$ cat src/rtl/audio_pkg.sv
// ---------------------------------------------------------------------------
// audio_pkg
// Shared constants for the audio path (speaker_control and the tone
// generators). One frame is 2^FRAME_W system clocks. Each channel gets
// SLOTS_PER_CH bit-clock slots. The *_BIT constants name the frame-counter
// bits that drive the DAC clock pins.
// ---------------------------------------------------------------------------
package audio_pkg;
    localparam int FRAME_W      = 10;
    localparam int SAMPLE_W     = 16;
    localparam int SLOTS_PER_CH = 32;

    // Frame-counter bit positions used directly as DAC clocks.
    localparam int MCLK_BIT     = 1;   // clk/4
    localparam int SCK_BIT      = 3;   // clk/16
    localparam int LRCK_BIT     = 9;   // clk/1024

    // The slot index sits just above the bit-clock bit.
    localparam int SLOT_LSB     = SCK_BIT + 1;
    localparam int SLOT_W       = $clog2(SLOTS_PER_CH);
endpackage

$ cat src/rtl/speaker_control.sv
// ---------------------------------------------------------------------------
// speaker_control
// I2S serializer for the on-board audio DAC. A free-running frame counter
// produces MCLK, SCK and LRCK straight from its register bits. One stereo
// pair is captured at the end of every frame and shifted out MSB first in
// the following frame. The data is delayed by one bit slot after each LRCK
// edge (standard I2S).
//
// Ports
//   clk          in   system clock
//   rst_n        in   synchronous, active-low reset
//   audio_left   in   left sample (two's complement)
//   audio_right  in   right sample (two's complement)
//   audio_mclk   out  DAC master clock, clk/4
//   audio_sck    out  I2S bit clock, clk/16
//   audio_lrck   out  word select, clk/1024 (0 = left, 1 = right)
//   audio_sdin   out  I2S serial data
//   sample_tick  out  one-cycle pulse on the cycle the input pair is captured
// ---------------------------------------------------------------------------
module speaker_control
    import audio_pkg::*;
#(
    parameter int CNT_W = FRAME_W
) (
    input  logic                clk,
    input  logic                rst_n,
    input  logic [SAMPLE_W-1:0] audio_left,
    input  logic [SAMPLE_W-1:0] audio_right,
    output logic                audio_mclk,
    output logic                audio_sck,
    output logic                audio_lrck,
    output logic                audio_sdin,
    output logic                sample_tick
);

    logic [CNT_W-1:0]    r_cnt;
    logic [SAMPLE_W-1:0] r_hold_l;
    logic [SAMPLE_W-1:0] r_hold_r;
    logic                r_sdin;
    logic                r_tick;

    logic [CNT_W-1:0]    w_cnt_next;
    logic [SLOT_W-1:0]   w_slot_next;
    logic [SAMPLE_W-1:0] w_hold_next;
    logic [3:0]          w_bit_idx;
    logic                w_data_slot;
    logic                w_capture;
    logic                w_sdin_next;

    assign w_cnt_next  = r_cnt + CNT_W'(1);
    assign w_capture   = (r_cnt == '1);

    // audio_sdin is registered from the *next* counter value. It therefore
    // changes on the SCK falling edge and is stable at the SCK rising edge.
    // The holds only change on the 1023->0 edge. That edge lands in slot 0,
    // which always sends 0, so the holds never change while a data bit is
    // being loaded from them.
    assign w_slot_next = w_cnt_next[SLOT_LSB +: SLOT_W];
    assign w_hold_next = w_cnt_next[LRCK_BIT] ? r_hold_r : r_hold_l;
    assign w_data_slot = (w_slot_next != '0) && (w_slot_next <= SLOT_W'(SAMPLE_W));
    // Slot k carries bit 16-k, so slot 1 carries the MSB.
    assign w_bit_idx   = 4'(SLOT_W'(SAMPLE_W) - w_slot_next);

    always_comb begin
        w_sdin_next = 1'b0;
        if (w_data_slot) begin
            w_sdin_next = w_hold_next[w_bit_idx];
        end
    end

    always_ff @(posedge clk) begin
        if (!rst_n) begin
            r_cnt    <= '0;
            r_hold_l <= '0;
            r_hold_r <= '0;
            r_sdin   <= 1'b0;
            r_tick   <= 1'b0;
        end else begin
            r_cnt  <= w_cnt_next;
            r_sdin <= w_sdin_next;
            // The tick is registered so that it is high exactly while
            // r_cnt == 1023, which is the cycle whose closing edge captures
            // the inputs.
            r_tick <= (w_cnt_next == '1);
            if (w_capture) begin
                r_hold_l <= audio_left;
                r_hold_r <= audio_right;
            end
        end
    end

    assign audio_mclk  = r_cnt[MCLK_BIT];
    assign audio_sck   = r_cnt[SCK_BIT];
    assign audio_lrck  = r_cnt[LRCK_BIT];
    assign audio_sdin  = r_sdin;
    assign sample_tick = r_tick;

endmodule

$ cat config.mk
export PLATFORM = sky130hd
export DESIGN_NAME = speaker_control
export DESIGN_NICKNAME = d
export VERILOG_FILES = /design/src/rtl/audio_pkg.sv /design/src/rtl/speaker_control.sv
export SDC_FILE = /design/constraint.sdc
export NUM_CORES = 1
export LEC_CHECK = 0
export CAP_MARGIN = 20
export CORE_UTILIZATION = 56
export DETAILED_ROUTE_END_ITERATION = 10
export GPL_ROUTABILITY_DRIVEN = 0
export MAX_ROUTING_LAYER = met4
export PLACE_DENSITY = 0.94
export SYNTH_ARGS = -nofsm -noshare
export SYNTH_HDL_FRONTEND = slang
export SYNTH_SLANG_ARGS = --single-unit
export TNS_END_PERCENT = 1
$ cat constraint.sdc
create_clock -name clk -period 5.2 [get_ports clk]
set_input_delay 1.04 -clock clk [delete_from_list [all_inputs] [get_ports clk]]
set_output_delay 1.04 -clock clk [all_outputs]
set_load 0.005 [all_outputs]
* Word level (Yosys, flattened, before mapping)
Cells that the tools add are included.
Operators by class: add/sub/neg operators 2, $lt $le $gt $ge 2, equality and inequality tests 2, mux-type cells 3, reduce and logical (&&, ||, !) cells 3
Operators with widths (number):
- == test 10 bit (second input constant) | 2
- 2-to-1 mux 16 bit | 1
- adder 10 x 1 -> 10 bit (second input constant) | 1
- less-or-equal comparator 5 bit (second input constant) | 1
- less-than comparator 4 x 5 -> 1 bit (second input constant) | 1
- nonzero test 5 bit | 1
- binary-select mux 1 bit (select 4 bit) | 1
- subtractor 1 x 4 -> 4 bit (first input constant) | 1
- AND reduction 2 bit | 1
- logical AND 1 bit | 1
- 2-to-1 mux 1 bit | 1
Storage, ports and cells: bits in registers 44, bits of input ports 34, output and inout bits 5

* Depth between registers and ports, before layout
Gate-level depths: netlist of the first run.
depth after elaboration 4, mapped depth 11

* Worst setup path before layout of the first run
Ideal clock, no wire load.
kind reg2reg, from register r_cnt[1], to register r_sdin (netlist: audio_sdin), library setup time 79 ps, arrival 2325 ps, required time 5121 ps, slack 2796 ps, stages on the path, launching flop included 12, clock period less this slack 2404 ps, cell sequence dfxtp_1 ha_1 nand3_1 xor2_1 buf_6 inv_1 ha_1 nor3_1 mux2_1 a211oi_1 a32oi_1 o211ai_1
Between the ends: cells in the longest elaborated chain, start to end 4, elaborated cells on any way between the ends 9, those cells by class add/sub (2); order compare (1); mux (3); reduce/logical (3)
Ends and longest elaborated chain:
- start: declaration | line speaker_control.sv:36 | logic [CNT_W-1:0] r_cnt;
- start signal: assignment | line speaker_control.sv:79 | r_cnt <= w_cnt_next;
- adder 10 x 1 -> 10 bit | line speaker_control.sv:50 | assign w_cnt_next = r_cnt + CNT_W'(1);
- subtractor 1 x 4 -> 4 bit | line speaker_control.sv:62 | assign w_bit_idx = 4'(SLOT_W'(SAMPLE_W) - w_slot_next);
- net w_bit_idx[0] | line speaker_control.sv:45 | logic [3:0] w_bit_idx;
- binary-select mux 1 bit (select 4 bit) | line speaker_control.sv:67 | w_sdin_next = w_hold_next[w_bit_idx];
- 2-to-1 mux 1 bit (implied by the code) | line speaker_control.sv:67
- end signal: assignment | line speaker_control.sv:80 | r_sdin <= w_sdin_next;
- end: declaration | line speaker_control.sv:39 | logic r_sdin;
The timed path passes the listed nets, and every way through them passes these cells. The select of a mux whose other input is x is not followed. A chain may end at the register's enable or synchronous reset.

* Worst setup path in the final report of the first run
from register r_cnt[0], to register r_sdin (netlist: audio_sdin)
The elaborated chain is that of the path after synthesis.

==> impl_metrics.prom, run 1 <==
# TYPE chip_impl_metric gauge
chip_impl_info{name="timing.critical_path.to_type",value="flop"} 1
chip_impl_metric{name="worst_slew_margin_rel",unit="%"} 50.99
chip_impl_metric{name="cts_hold_buf",unit=""} 0
chip_impl_metric{name="grt_max_degree",unit=""} 45
chip_impl_metric{name="setup_slack",unit="ns"} 2.098
chip_impl_metric{name="grt_met1_use",unit="%"} 29.18
chip_impl_metric{name="period_minus_slack",unit="ns"} 3.102
chip_impl_info{name="path_cells",value="ha_1 -> nand3_1 -> xor2_1 -> inv_1 -> ha_1 -> nor2_1 -> a2111oi_0 -> nand3_1 -> o211ai_1"} 1
chip_impl_metric{name="max_slew.worst_pin.slew",unit="ns"} 0.7326
chip_impl_metric{name="syn2layout_area_growth",unit="%"} 23.37
chip_impl_metric{name="number_of_nets_with_antenna_violations_after_detailed_routing",unit=""} 0
chip_impl_metric{name="wl_per_cell",unit="um"} 13.92
chip_impl_metric{name="final.hold.worst_slack",unit="ns"} 0.4667
chip_impl_metric{name="gate_count_post_synth",unit=""} 248
chip_impl_metric{name="critPathMaxStageDelay",unit="ns"} 0.61
chip_impl_info{name="setup.worst_path.start",value="r_cnt[0]"} 1
chip_impl_metric{name="stdcell_count",unit=""} 331
chip_impl_info{name="post_synth_main_area_contributors",value="sky130_fd_sc_hd__dfxtp_1 (41%), sky130_fd_sc_hd__nand2_1 (12%), sky130_fd_sc_hd__a21boi_0 (11%)"} 1
chip_impl_metric{name="critical_path.n_buffers_inverters",unit=""} 1
chip_impl_metric{name="yosys.cell_types.count",unit=""} 36
chip_impl_metric{name="core-area",unit="mm2"} 0.003661
chip_impl_metric{name="cts_repair_resize_count",unit=""} 0
chip_impl_info{name="rsz0062_at_grt",value="false"} 1
chip_impl_metric{name="max_clock_freq",unit="GHz"} 0.3224
chip_impl_metric{name="routed_via_density",unit=""} 5.529
chip_impl_metric{name="skew",unit="ns"} 0.007340
chip_impl_metric{name="worst_skew_pair.late_latency",unit="ns"} 0.30
chip_impl_info{name="cp_max_delay_cell",value="sky130_fd_sc_hd__xor2_1"} 1
chip_impl_metric{name="hold_viol_final",unit=""} 0
chip_impl_info{name="crit_type",value="reg -> reg"} 1
chip_impl_metric{name="yosysSeqAreaShare",unit="%"} 40.93
chip_impl_metric{name="placed_cells_incl_taps",unit=""} 323
chip_impl_metric{name="cts_setup_buffers",unit=""} 0
chip_impl_metric{name="drv_slew",unit=""} 0
chip_impl_metric{name="gr-usage-met3",unit="%"} 4.821
chip_impl_metric{name="power_leakage",unit="nW"} 1.018
chip_impl_metric{name="worstPathRequired",unit="ns"} 5.43
chip_impl_info{name="layout.cells.most_common_list",value="sky130_fd_sc_hd__nand2_1 (71), sky130_fd_sc_hd__dfxtp_1 (44), sky130_fd_sc_hd__clkdlybuf4s50_1 (38)"} 1
chip_impl_metric{name="post_route_drc_violation_count",unit=""} 0
chip_impl_metric{name="htree_levels",unit=""} 2
chip_impl_info{name="tritoncts",value="done"} 1
chip_impl_metric{name="syn_avg_cell_area",unit="um2"} 8.678
chip_impl_metric{name="synth_fp_nets",unit=""} 286
chip_impl_metric{name="worst-path-max-fanout",unit=""} 11
chip_impl_info{name="worstReg2RegStart",value="r_cnt[0]"} 1
chip_impl_metric{name="clk_pin_slew_worst_paths",unit="ns"} 0.08
chip_impl_metric{name="synth_top_area_share",unit="%"} 40.93
chip_impl_metric{name="drt_iter0_drc",unit=""} 85
chip_impl_metric{name="global_route.overflow_total",unit=""} 0
chip_impl_metric{name="cts_inserted_buffers",unit=""} 5
chip_impl_metric{name="drv.max_cap_violation_count",unit=""} 0
chip_impl_metric{name="initial_utilization",unit="%"} 58.78
chip_impl_info{name="critPathTopFamily",value="adder cells"} 1
chip_impl_metric{name="synth_warn",unit=""} 0
chip_impl_info{name="hold_start",value="r_hold_l[3]"} 1
chip_impl_metric{name="finalCritPeriodShare",unit="%"} 59.66
chip_impl_info{name="worst_hold_path_type",value="reg -> reg"} 1
chip_impl_metric{name="initial_antenna_violation_count",unit=""} 0
chip_impl_metric{name="global_route.usage.met2",unit="%"} 43.88
chip_impl_metric{name="die_h",unit="um"} 63.99
chip_impl_info{name="top_usage_layer",value="met2"} 1
chip_impl_metric{name="ys_seq_elements",unit=""} 44
chip_impl_metric{name="grt_first_pass_wirelength",unit="um"} 7824
chip_impl_metric{name="dp_worst_setup_slack",unit="ns"} 2.169
chip_impl_metric{name="placed_wire_length_estimate_after_detailed_placement",unit="um"} 3192
chip_impl_metric{name="totalNegativeSetupSlack",unit="ns"} 0
chip_impl_metric{name="max-clock-path-buffers",unit=""} 2
chip_impl_metric{name="ios",unit=""} 39
chip_impl_metric{name="detailedRoute.firstPassIterationCount",unit=""} 4
chip_impl_metric{name="syn-cell-area",unit="mm2"} 0.002152
chip_impl_metric{name="globalRouteTotalUtil",unit="%"} 25.57
chip_impl_info{name="synth_area_leader_cell",value="sky130_fd_sc_hd__dfxtp_1"} 1
chip_impl_info{name="sort_of_element_at_the_start_of_the_critical_path",value="flop"} 1
chip_impl_metric{name="numClockSinks",unit=""} 44
chip_impl_info{name="outcome",value="completed"} 1
chip_impl_metric{name="vdd_ir_drop_max",unit="V"} 0.0001835
chip_impl_metric{name="reg2reg_slack",unit="ns"} 2.10
chip_impl_metric{name="placement.io_buffers",unit=""} 38
chip_impl_metric{name="powerDensity",unit="mW/mm2"} 241.8
chip_impl_metric{name="vias",unit=""} 1830
chip_impl_metric{name="setup_viol_count_final",unit=""} 0
chip_impl_metric{name="arrival",unit="ns"} 3.33
chip_impl_metric{name="number_of_global_route_vias_before_repair",unit=""} 1756
chip_impl_metric{name="design.final.nets",unit=""} 320
chip_impl_metric{name="drive_above_1_share",unit="%"} 6.714
chip_impl_info{name="cts-root-buf",value="sky130_fd_sc_hd__clkbuf_8"} 1
chip_impl_info{name="layout.cells.most_common",value="sky130_fd_sc_hd__nand2_1"} 1
chip_impl_metric{name="die_area",unit="mm2"} 0.004095
chip_impl_metric{name="chipWidth",unit="um"} 63.99
chip_impl_metric{name="drt_wl_total",unit="um"} 4606
chip_impl_metric{name="floorplan.rows",unit=""} 22
chip_impl_metric{name="n_antenna_cell",unit=""} 0
metrics by stage:
step                instance area [um2]  utilization [%]  total power [mW]
finish                             2655            72.52            0.6420
floorplan                          2152                -            0.3607
CTS                                2655            72.52            0.6441
global route                       2655            72.52            0.6685
global placement                   2544            69.48            0.3896
detailed placement                 2544            69.48            0.3905
worst reg2reg max path: stages, from the launching register on:
cell and delay, ns:
sky130_fd_sc_hd__dfxtp_1 0.49, sky130_fd_sc_hd__ha_1 0.34, sky130_fd_sc_hd__nand3_1 0.16, sky130_fd_sc_hd__xor2_1 0.62, sky130_fd_sc_hd__inv_1 0.15, sky130_fd_sc_hd__ha_1 0.44
sky130_fd_sc_hd__nor2_1 0.14, sky130_fd_sc_hd__a2111oi_0 0.47, sky130_fd_sc_hd__nand3_1 0.14, sky130_fd_sc_hd__o211ai_1 0.10
registers in the layout, indices dropped and copies added, names as in the netlist:
signal       flops
sample_tick      1
r_hold_r        16
r_cnt           10
r_hold_l        16
audio_sdin       1
layer usage:
metal / wire length [um] / share of wire, %
met4: 101 / 2.2
met5: 0 / 0
met3: 118 / 2.6
met2: 2343 / 51
met1: 2043 / 44
layout make-up:
cell class	count	area, um2
clock buffer	5	68.82
clock inverter	3	42.54
fill	290	1006
inverter	4	15.01
multi-input combinational	187	1192
sequential	44	880.8
tap	48	60.06
timing repair buffer	40	395.4
cells in the mapped netlist:
| cell type | number |
|---|---|
| sky130_fd_sc_hd__and3_4 | 1 |
| sky130_fd_sc_hd__and2b_2 | 1 |
| sky130_fd_sc_hd__nor4_1 | 1 |
| sky130_fd_sc_hd__nor3_1 | 4 |
| sky130_fd_sc_hd__clkbuf_1 | 11 |
| sky130_fd_sc_hd__nand4_1 | 1 |
| sky130_fd_sc_hd__xor2_4 | 1 |
| sky130_fd_sc_hd__nand2_1 | 71 |
| sky130_fd_sc_hd__nor2_1 | 5 |
| sky130_fd_sc_hd__buf_6 | 2 |
| sky130_fd_sc_hd__a32oi_1 | 1 |
| sky130_fd_sc_hd__xor2_1 | 5 |
| sky130_fd_sc_hd__a22oi_1 | 3 |
| sky130_fd_sc_hd__and4_4 | 1 |
| sky130_fd_sc_hd__nand4_4 | 1 |
| sky130_fd_sc_hd__a211oi_1 | 1 |
| sky130_fd_sc_hd__and2_2 | 1 |
| sky130_fd_sc_hd__mux2i_1 | 15 |
| sky130_fd_sc_hd__and2_1 | 1 |
| sky130_fd_sc_hd__mux2_1 | 1 |
| sky130_fd_sc_hd__and3_2 | 1 |
| sky130_fd_sc_hd__ha_1 | 4 |
| sky130_fd_sc_hd__a21oi_1 | 3 |
| sky130_fd_sc_hd__nor2b_1 | 9 |
| sky130_fd_sc_hd__inv_1 | 4 |
| sky130_fd_sc_hd__a2111oi_0 | 2 |
| sky130_fd_sc_hd__o211ai_1 | 1 |
| sky130_fd_sc_hd__or4b_2 | 1 |
| sky130_fd_sc_hd__nand3b_1 | 2 |
| sky130_fd_sc_hd__and4_2 | 1 |
| sky130_fd_sc_hd__a21boi_0 | 32 |
| sky130_fd_sc_hd__xnor2_1 | 6 |
| sky130_fd_sc_hd__a31oi_1 | 1 |
| sky130_fd_sc_hd__dfxtp_1 | 44 |
| sky130_fd_sc_hd__nand3_1 | 8 |
| sky130_fd_sc_hd__a311oi_1 | 1 |
logic make-up after synthesis:
group / Yosys count / synth area share (%)
compound gates: 45 / 15.52
buf+inv: 17 / 3.663
mux: 16 / 7.500
fa+ha+maj: 4 / 2.326
simple gates: 110 / 24.30
flops: 44 / 40.93
xor+xnor: 12 / 5.756
worst paths after layout:
check | end | depth (start not counted)
min reg2reg | r_hold_l[3] | 2
min | r_hold_l[3] | 2
max reg2reg | audio_sdin | 9
max | audio_sdin | 9
power breakdown:
part	total, mW	internal (mW)	switching, mW
Combinational	0.0401	0.0296	0.0105
Clock	0.259	0.142	0.117
Sequential	0.343	0.339	0.00423
Power figures use the tool's default switching activity.
==> inputs of run 2 (changes only) <==
- CORE_UTILIZATION: 56 -> 47
- PLACE_DENSITY: 0.94 -> 0.86
- clock period: 5.2 -> 2.79 ns (I/O delays scaled with it)
==> run 2 against run 1 <==
Core utilization decreased by 11 points. Sequential share of layout area decreased by 0.36 points. Non-clock buffer count rose by 5. Via count is 3.3% lower. Global-route usage decreased by 6.3 points. Final cell count is 2.7% higher. Critical path type unchanged. Largest cell class unchanged. Power grew 77%. Worst setup slack worse by 1.9 ns. Worst hold slack worse by 0.0046 ns. Clock power increased by 63%.
==> impl_metrics.prom, run 2 (synthesized netlist as in run 1, its figures left out) <==
# TYPE chip_impl_metric gauge
chip_impl_metric{name="cts_setup_buffers",unit=""} 0
chip_impl_metric{name="worst_slew_margin_rel",unit="%"} 62.42
chip_impl_metric{name="clk_pin_slew_worst_paths",unit="ns"} 0.08
chip_impl_metric{name="grt_max_degree",unit=""} 33
chip_impl_metric{name="die_h",unit="um"} 69.67
chip_impl_info{name="path_cells",value="ha_1 -> nand3_1 -> xor2_1 -> inv_1 -> ha_1 -> nor2_1 -> a2111oi_0 -> nand3_1 -> o211ai_1"} 1
chip_impl_metric{name="critPathMaxStageDelay",unit="ns"} 0.49
chip_impl_info{name="hold_start",value="r_hold_r[11]"} 1
chip_impl_metric{name="drt_iter0_drc",unit=""} 56
chip_impl_metric{name="routed_via_density",unit=""} 5.206
chip_impl_metric{name="syn2layout_area_growth",unit="%"} 24.71
chip_impl_metric{name="initial_utilization",unit="%"} 49.09
chip_impl_info{name="tritoncts",value="done"} 1
chip_impl_metric{name="detailedRoute.firstPassIterationCount",unit=""} 4
chip_impl_metric{name="placed_wire_length_estimate_after_detailed_placement",unit="um"} 3052
chip_impl_info{name="layout.cells.most_common_list",value="sky130_fd_sc_hd__nand2_1 (71), sky130_fd_sc_hd__dfxtp_1 (44), sky130_fd_sc_hd__clkdlybuf4s50_1 (38)"} 1
chip_impl_metric{name="global_route.overflow_total",unit=""} 0
chip_impl_metric{name="setup_viol_count_final",unit=""} 0
chip_impl_metric{name="max_clock_freq",unit="GHz"} 0.3885
chip_impl_metric{name="finalInstanceArea",unit="mm2"} 0.002684
chip_impl_metric{name="gr-usage-met3",unit="%"} 3.924
chip_impl_metric{name="floorplan.rows",unit=""} 24
chip_impl_info{name="setup.worst_path.start",value="r_cnt[0]"} 1
chip_impl_metric{name="drv.max_cap_violation_count",unit=""} 0
chip_impl_metric{name="number_of_nets_with_antenna_violations_after_detailed_routing",unit=""} 0
chip_impl_metric{name="post_route_drc_violation_count",unit=""} 0
chip_impl_metric{name="final.hold.worst_slack",unit="ns"} 0.4621
chip_impl_metric{name="hold_viol_final",unit=""} 0
chip_impl_metric{name="wl_per_cell",unit="um"} 12.21
chip_impl_metric{name="drt_wl_total",unit="um"} 4152
chip_impl_metric{name="finalCritPeriodShare",unit="%"} 92.27
chip_impl_metric{name="number_of_global_route_vias_before_repair",unit=""} 1642
chip_impl_metric{name="numClockSinks",unit=""} 44
chip_impl_metric{name="vias",unit=""} 1770
chip_impl_metric{name="post_route_total_power",unit="mW"} 1.136
chip_impl_info{name="outcome",value="completed"} 1
chip_impl_metric{name="placement.io_buffers",unit=""} 38
chip_impl_info{name="critPathTopFamily",value="adder cells"} 1
chip_impl_metric{name="max-clock-path-buffers",unit=""} 2
chip_impl_metric{name="grt_first_pass_wirelength",unit="um"} 7320
chip_impl_metric{name="drv_slew",unit=""} 0
chip_impl_metric{name="chipWidth",unit="um"} 69.67
chip_impl_metric{name="n_antenna_cell",unit=""} 0
chip_impl_metric{name="period_minus_slack",unit="ns"} 2.574
chip_impl_metric{name="cts_repair_resize_count",unit=""} 0
chip_impl_metric{name="cts_hold_buf",unit=""} 0
chip_impl_info{name="cts-root-buf",value="sky130_fd_sc_hd__clkbuf_8"} 1
chip_impl_metric{name="initial_antenna_violation_count",unit=""} 0
chip_impl_metric{name="postLayoutCoreUtil",unit="%"} 61.22
chip_impl_info{name="worst_hold_path_type",value="reg -> reg"} 1
chip_impl_metric{name="powerDensity",unit="mW/mm2"} 423.5
chip_impl_metric{name="vdd_ir_drop_max",unit="V"} 0.0002430
chip_impl_metric{name="worst-path-max-fanout",unit=""} 8
chip_impl_metric{name="skew",unit="ns"} 0.008185
chip_impl_info{name="timing.critical_path.to_type",value="flop"} 1
chip_impl_info{name="layout_top_registers",value="r_hold_l: 16 flops, r_hold_r: 16 flops, r_cnt: 10 flops"} 1
chip_impl_metric{name="placement.cell_area",unit="mm2"} 0.002586
chip_impl_metric{name="grt_met1_use",unit="%"} 24.43
chip_impl_info{name="sort_of_element_at_the_start_of_the_critical_path",value="flop"} 1
chip_impl_metric{name="global_route.usage.met2",unit="%"} 31.28
chip_impl_info{name="crit_type",value="reg -> reg"} 1
chip_impl_info{name="top_usage_layer",value="met2"} 1
chip_impl_metric{name="worst_skew_pair.late_latency",unit="ns"} 0.30
chip_impl_metric{name="die_area",unit="mm2"} 0.004853
chip_impl_metric{name="drive_above_1_share",unit="%"} 8.333
chip_impl_metric{name="reg2reg_slack",unit="ns"} 0.22
chip_impl_info{name="rsz0062_at_grt",value="false"} 1
chip_impl_metric{name="design.final.nets",unit=""} 325
chip_impl_metric{name="power_leakage",unit="nW"} 1.030
chip_impl_metric{name="ios",unit=""} 39
chip_impl_info{name="worstReg2RegStart",value="r_cnt[0]"} 1
chip_impl_metric{name="worstPathRequired",unit="ns"} 3.01
chip_impl_metric{name="critical_path.n_buffers_inverters",unit=""} 1
chip_impl_metric{name="arrival",unit="ns"} 2.79
chip_impl_info{name="cp_max_delay_cell",value="sky130_fd_sc_hd__dfxtp_1"} 1
chip_impl_metric{name="max_slew.worst_pin.slew",unit="ns"} 0.5628
chip_impl_metric{name="core-area",unit="mm2"} 0.004384
chip_impl_metric{name="totalNegativeSetupSlack",unit="ns"} 0
chip_impl_metric{name="cts_inserted_buffers",unit=""} 5
chip_impl_info{name="layout.cells.most_common",value="sky130_fd_sc_hd__nand2_1"} 1
chip_impl_metric{name="globalRouteTotalUtil",unit="%"} 19.22
chip_impl_metric{name="htree_levels",unit=""} 2
-- run 2: changes by cell type in the layout (fill, tap and decap cells not counted), sizes merged --
cell,delta
clkinv,-1
buf,+5
bufinv,-1
clkinvlp,+1
clkbuf,+1
-- run 2: routing by layer --
layer | vias to the layer above | part of all wire [%]
met1 | 797 | 46
met3 | 6 | 4.8
li1 | 922 | -
met2 | 45 | 47
met4 | 0 | 1.4
met5 | - | 0
-- run 2: worst register-to-register path, cell delays in order, from the launching register on --
cell and delay (ns):
sky130_fd_sc_hd__dfxtp_1 0.49, sky130_fd_sc_hd__ha_1 0.33, sky130_fd_sc_hd__nand3_1 0.14, sky130_fd_sc_hd__xor2_1 0.21, sky130_fd_sc_hd__inv_1 0.09, sky130_fd_sc_hd__ha_1 0.41, sky130_fd_sc_hd__nor2_1 0.14, sky130_fd_sc_hd__a2111oi_0 0.46
sky130_fd_sc_hd__nand3_1 0.14, sky130_fd_sc_hd__o211ai_1 0.10
-- run 2: where the power goes --
group / total, mW / internal [mW] / switching (mW)
registers: 0.636 / 0.631 / 0.00476
clock network: 0.421 / 0.200 / 0.220
logic: 0.0801 / 0.0580 / 0.0221
-- run 2: path summary, 6_finish.rpt --
| check | to | depth (start not counted) |
|---|---|---|
| min | r_hold_r[11] | 2 |
| max reg2reg | audio_sdin | 9 |
| min reg2reg | r_hold_r[11] | 2 |
| max | audio_sdin | 9 |
-- run 2: layout make-up --
class                      count  area (um2)
clock buffer                   6       82.58
tap                           52       65.06
fill                         380        1700
sequential                    44       880.8
multi-input combinational    187        1192
inverter                       4       15.01
clock inverter                 2       15.01
timing repair buffer          45       432.9
-- run 2: stage by stage --
step	setup slack (ns)	instances
floorplan	0.3858	248
CTS	0.2660	340
finish	0.2158	340
global placement	0.4318	332
global route	0.03489	340
detailed placement	0.2972	332
==> inputs of run 3 (changes only) <==
- HOLD_SLACK_MARGIN: unset -> 0.08
==> results of run 3 <==
Final layout, timing and power as in run 2 (identical DEF).
